## src/rtl/bcd_subtractor_seq.sv

```systemverilog
// ============================================================================
// Module   : bcd_subtractor_seq
// Brief    : Multi-digit packed-BCD subtractor, one digit per clock, LSD first,
//            with rippled decimal borrow and start/done handshake.
// Revision : 1.0 - initial release
// ============================================================================
`default_nettype none

module bcd_subtractor_seq #(
    parameter int DIGITS = 4
) (
    input  logic                  clk,
    input  logic                  rst,
    input  logic                  start,
    input  logic [4*DIGITS-1:0]   a,
    input  logic [4*DIGITS-1:0]   b,
    output logic                  busy,
    output logic                  done,
    output logic [4*DIGITS-1:0]   diff,
    output logic                  borrow,
    output logic                  invalid
);

    localparam int c_W     = 4 * DIGITS;
    localparam int c_IDX_W = (DIGITS > 1) ? $clog2(DIGITS) : 1;
    localparam logic [c_IDX_W-1:0] c_LAST = c_IDX_W'(DIGITS - 1);

    typedef enum logic [1:0] {
        S_IDLE = 2'd0,
        S_CALC = 2'd1,
        S_DONE = 2'd2
    } state_t;

    state_t              state_q;
    logic [c_W-1:0]      a_q;
    logic [c_W-1:0]      b_q;
    logic [c_W-1:0]      res_q;
    logic [c_IDX_W-1:0]  idx_q;
    logic                brw_q;
    logic                inv_q;

    logic [3:0]          dig_a;
    logic [3:0]          dig_b;
    logic [5:0]          t_w;
    logic                neg_w;
    logic [3:0]          dig_d;
    logic [c_W-1:0]      res_d;
    logic                inv_d;

    // Current digit arithmetic; a negative 6-bit difference folds back by +10.
    always_comb begin
        dig_a = a_q[idx_q*4 +: 4];
        dig_b = b_q[idx_q*4 +: 4];
        t_w   = {2'b00, dig_a} - {2'b00, dig_b} - {5'b00000, brw_q};
        neg_w = t_w[5];
        dig_d = neg_w ? (t_w[3:0] + 4'd10) : t_w[3:0];
        res_d = res_q;
        res_d[idx_q*4 +: 4] = dig_d;
        inv_d = inv_q | (dig_a > 4'd9) | (dig_b > 4'd9);
    end

    always_ff @(posedge clk) begin
        if (rst) begin
            state_q <= S_IDLE;
            a_q     <= '0;
            b_q     <= '0;
            res_q   <= '0;
            idx_q   <= '0;
            brw_q   <= 1'b0;
            inv_q   <= 1'b0;
            busy    <= 1'b0;
            done    <= 1'b0;
            diff    <= '0;
            borrow  <= 1'b0;
            invalid <= 1'b0;
        end else begin
            done <= 1'b0;
            case (state_q)
                S_IDLE, S_DONE: begin
                    if (start) begin
                        a_q     <= a;
                        b_q     <= b;
                        res_q   <= '0;
                        idx_q   <= '0;
                        brw_q   <= 1'b0;
                        inv_q   <= 1'b0;
                        busy    <= 1'b1;
                        state_q <= S_CALC;
                    end else begin
                        busy    <= 1'b0;
                        state_q <= S_IDLE;
                    end
                end
                S_CALC: begin
                    res_q <= res_d;
                    brw_q <= neg_w;
                    inv_q <= inv_d;
                    if (idx_q == c_LAST) begin
                        idx_q   <= '0;
                        busy    <= 1'b0;
                        done    <= 1'b1;
                        diff    <= res_d;
                        borrow  <= neg_w;
                        invalid <= inv_d;
                        state_q <= S_DONE;
                    end else begin
                        idx_q <= idx_q + 1'b1;
                    end
                end
                default: begin
                    busy    <= 1'b0;
                    state_q <= S_IDLE;
                end
            endcase
        end
    end

endmodule

`default_nettype wire
```

## config.mk

```make
export PLATFORM = sky130hd
export DESIGN_NAME = bcd_subtractor_seq
export DESIGN_NICKNAME = d
export VERILOG_FILES = /design/src/rtl/bcd_subtractor_seq.sv
export SDC_FILE = /design/constraint.sdc
export NUM_CORES = 1
export LEC_CHECK = 0
export BUFFER_PORTS_ARGS = -buffer_cell sky130_fd_sc_hd__buf_4
export CAP_MARGIN = 5
export CORE_UTILIZATION = 30
export CTS_CLUSTER_SIZE = 28
export DETAILED_ROUTE_END_ITERATION = 6
export PLACE_DENSITY = 0.51
export SLEW_MARGIN = 25
export SYNTH_ARGS = -nofsm -noshare
export SYNTH_HDL_FRONTEND = slang
export SYNTH_SLANG_ARGS = --single-unit
```

## constraint.sdc

```tcl
create_clock -name clk -period 6.8 [get_ports clk]
set_input_delay 1.02 -clock clk [delete_from_list [all_inputs] [get_ports clk]]
set_output_delay 1.02 -clock clk [all_outputs]
set_load 0.05 [all_outputs]
```

==> qor.txt <==
Antenna violations before repair: 0
Number of post-CTS setup repair buffers: 0
GPL Wtd Cong: 0.774
Cell count after synthesis: 417
Fin. Hold Viols: 0
Number of fill cells in the layout: 1167
ANT cells: 0
Post-CTS resize count: 0
Root Buffer: clkbuf_8
Post-synthesis cell area: 3370 µm²
Worst-path clk slew: 0.08 ns
Sequential area share after synthesis: 43.9%
Clock Latency Late Sink: 0.34 ns
Vias in the first global route: 2743
WP data arrival: 4.12 ns
Setup Total Neg Slack: 0 ns
Final setup vio count: 0
Clock tree from TritonCTS: yes
Leakage: 1.62 nW
CP top delay family: multiplexers
Crit. End Element: flop
Chip width: 108 µm
Via/cell ratio: 4.74
Global Route Usage Sum: 15.3%
Worst slew pin tran: 0.819 ns
Max cap viols: 0
Post-DR wirelength/cell: 13.1 µm
Initial Util: 31.0%
Clock Sinks: 74
Flops & latches, synth: 74
Placed cell count: 594
Critical path class: flop to flop
CTS H-tree lvls: 3
Final period util: 56.8%
Layout cells sized above 1: 18.3%
Worst endpoint required time: 7.06 ns
Total power: 0.990 mW
First-pass GRT wire length: 13600 µm
Non-filler cells, final: 610
CP bufs+invs: 2
CP peak stage delay: 0.84 ns
Slew Viols, Final: 0
Total global routing overflow: 0
Final wirelength: 8000 µm
Final critical-path required period: 3.86 ns
CTS max path bufs: 2
I/O Buffers: 54
Max VDD drop: 0.0972 mV
Syn_nets: 466
Final clock skew: 0.0101 ns
Router iterations before antenna repair: 4
Critical Path Fanout Max: 16
DRC: 0
Hold crit path type: flop to flop
Synth cell types: 35
Die Height: 108 µm
Status: completed
Power Density: 241 nW/µm²
DIE AREA: 11700 µm²
Rows: 38
Largest net degree at the start of global routing: 64
Post-DP HPWL: 5750 µm
Crit-path slowest cell: dfxtp_1
Final ANT Viol Nets: 0
Max_slew headroom: 45.3%
RSZ-0062 raised after global routing: false
CTS buffer count: 9
Ys Warns: 0
CP startpoint kind: flop
Layout Nets: 514
Ports: 55
Most frequent cells in the layout: 87 x nand2_1, 74 x dfxtp_1, 58 x buf_4
Syn Area/Cell: 8.09 µm²
Most common cell on crit path: inv_1
Top achievable clock speed: 259 MHz
Hold slack: 0.456 ns
Initial DRC Count: 102
Most common cell after layout, fill and taps aside: nand2_1
Via count: 2894
P&R area growth vs syn: 21.8%
CTS Hold Bufs: 0
Core Area: 10900 µm²
Crit-path cells: mux4_2 -> inv_1 -> ha_1 -> inv_1 -> fa_1 -> xor2_2 -> nor3b_2 -> xor3_1 -> mux2i_2 -> o21ai_0 -> a311oi_1
## metal layers
metal  routed length [µm]  track usage, %  up-vias
met1                 3820            20.7     1344
met4                   91            5.87        0
met3                  361            3.50        6
met2                 3720            23.6       52
li1                     -               -     1492
met5                    0               0        -
## state kept, by name, summed over array words and instances (netlist names), 2 cells and up
signal	cells
diff	16
b_q	16
res_q	16
state_q	2
a_q	16
idx_q	2
## synthesized netlist by cell type, drive strengths merged
cell type / instances / area (µm²)
nor4b: 1 / 8.76
buf: 2 / 11.3
nor2b: 3 / 18.8
mux2i: 2 / 23.8
xor3: 1 / 23.8
a211oi: 2 / 15.0
mux4: 8 / 180
a21o: 1 / 7.51
inv: 30 / 113
nor3b: 1 / 12.5
fa: 1 / 20.0
o22ai: 4 / 25.0
a2111oi: 4 / 35.0
and2: 2 / 12.5
ha: 13 / 163
and3: 1 / 6.26
clkbuf: 19 / 71.3
nand2: 87 / 327
a2bb2oi: 1 / 8.76
a22oi: 6 / 45.0
o21ai: 36 / 180
xor2: 2 / 25.0
nor3: 10 / 50.1
and4bb: 1 / 12.5
nand2b: 7 / 43.8
nor2: 48 / 180
dfxtp: 74 / 1480
a311oi: 4 / 35.0
xnor2: 1 / 8.76
o21a: 1 / 7.51
a21oi: 44 / 220
## worst reg2reg max path: stages (launching register included)
cell      delay [ns]
dfxtp_1         0.84
mux4_2          0.59
inv_1           0.07
ha_1            0.16
inv_1           0.05
fa_1            0.42
xor2_2          0.21
nor3b_2         0.31
xor3_1          0.40
mux2i_2         0.31
o21ai_0         0.13
a311oi_1        0.29
## cells by family (layout without fill, tap and decap cells)
group,after synthesis,in the layout,synth area share [%]
mux,10,10,6.05
xor+xnor,4,4,1.71
buf+inv,51,104,5.79
fa+ha+maj,14,14,5.42
compound gates,103,103,17.2
simple gates,161,161,19.9
flops,74,74,43.9
## layout make-up
type | count | area, µm² | area share, %
repair buffers | 58 | 435 | 10.6
clock inverters | 5 | 62.6 | 1.52
flip-flops and latches | 74 | 1480 | 36.1
inverters | 30 | 113 | 2.74
clock buffers | 11 | 141 | 3.44
well taps | 140 | 175 | 4.27
multi-input cells | 292 | 1700 | 41.3
## report_power, final
part           switching [mW]  internal [mW]  total (mW)
logic                   0.108         0.0709       0.178
registers              0.0118          0.449       0.461
clock network           0.169          0.182       0.350
## stage by stage
| step | setup WS (ns) | util (%) | instance area (µm²) |
|---|---|---|---|
| floorplan | 3.38 | - | 3370 |
| global placement | 2.97 | 35.8 | 3900 |
| detailed placement | 2.92 | 35.8 | 3900 |
| CTS | 2.88 | 37.7 | 4110 |
| global route | 2.60 | 37.7 | 4110 |
| finish | 2.94 | 37.7 | 4110 |
## worst paths after layout
path                               from                     to  slack [ns]  cells after the start
setup / recovery  idx_q[0]$_SDFFE_PP0P_  diff[11]$_SDFFE_PP0P_        2.94                     11
hold / removal      a_q[4]$_SDFFE_PP0P_    a_q[4]$_SDFFE_PP0P_        0.46                      2
setup reg to reg  idx_q[0]$_SDFFE_PP0P_  diff[11]$_SDFFE_PP0P_        2.94                     11
hold reg to reg     a_q[4]$_SDFFE_PP0P_    a_q[4]$_SDFFE_PP0P_        0.46                      2
No activity file was read; power rests on OpenSTA's default activity.
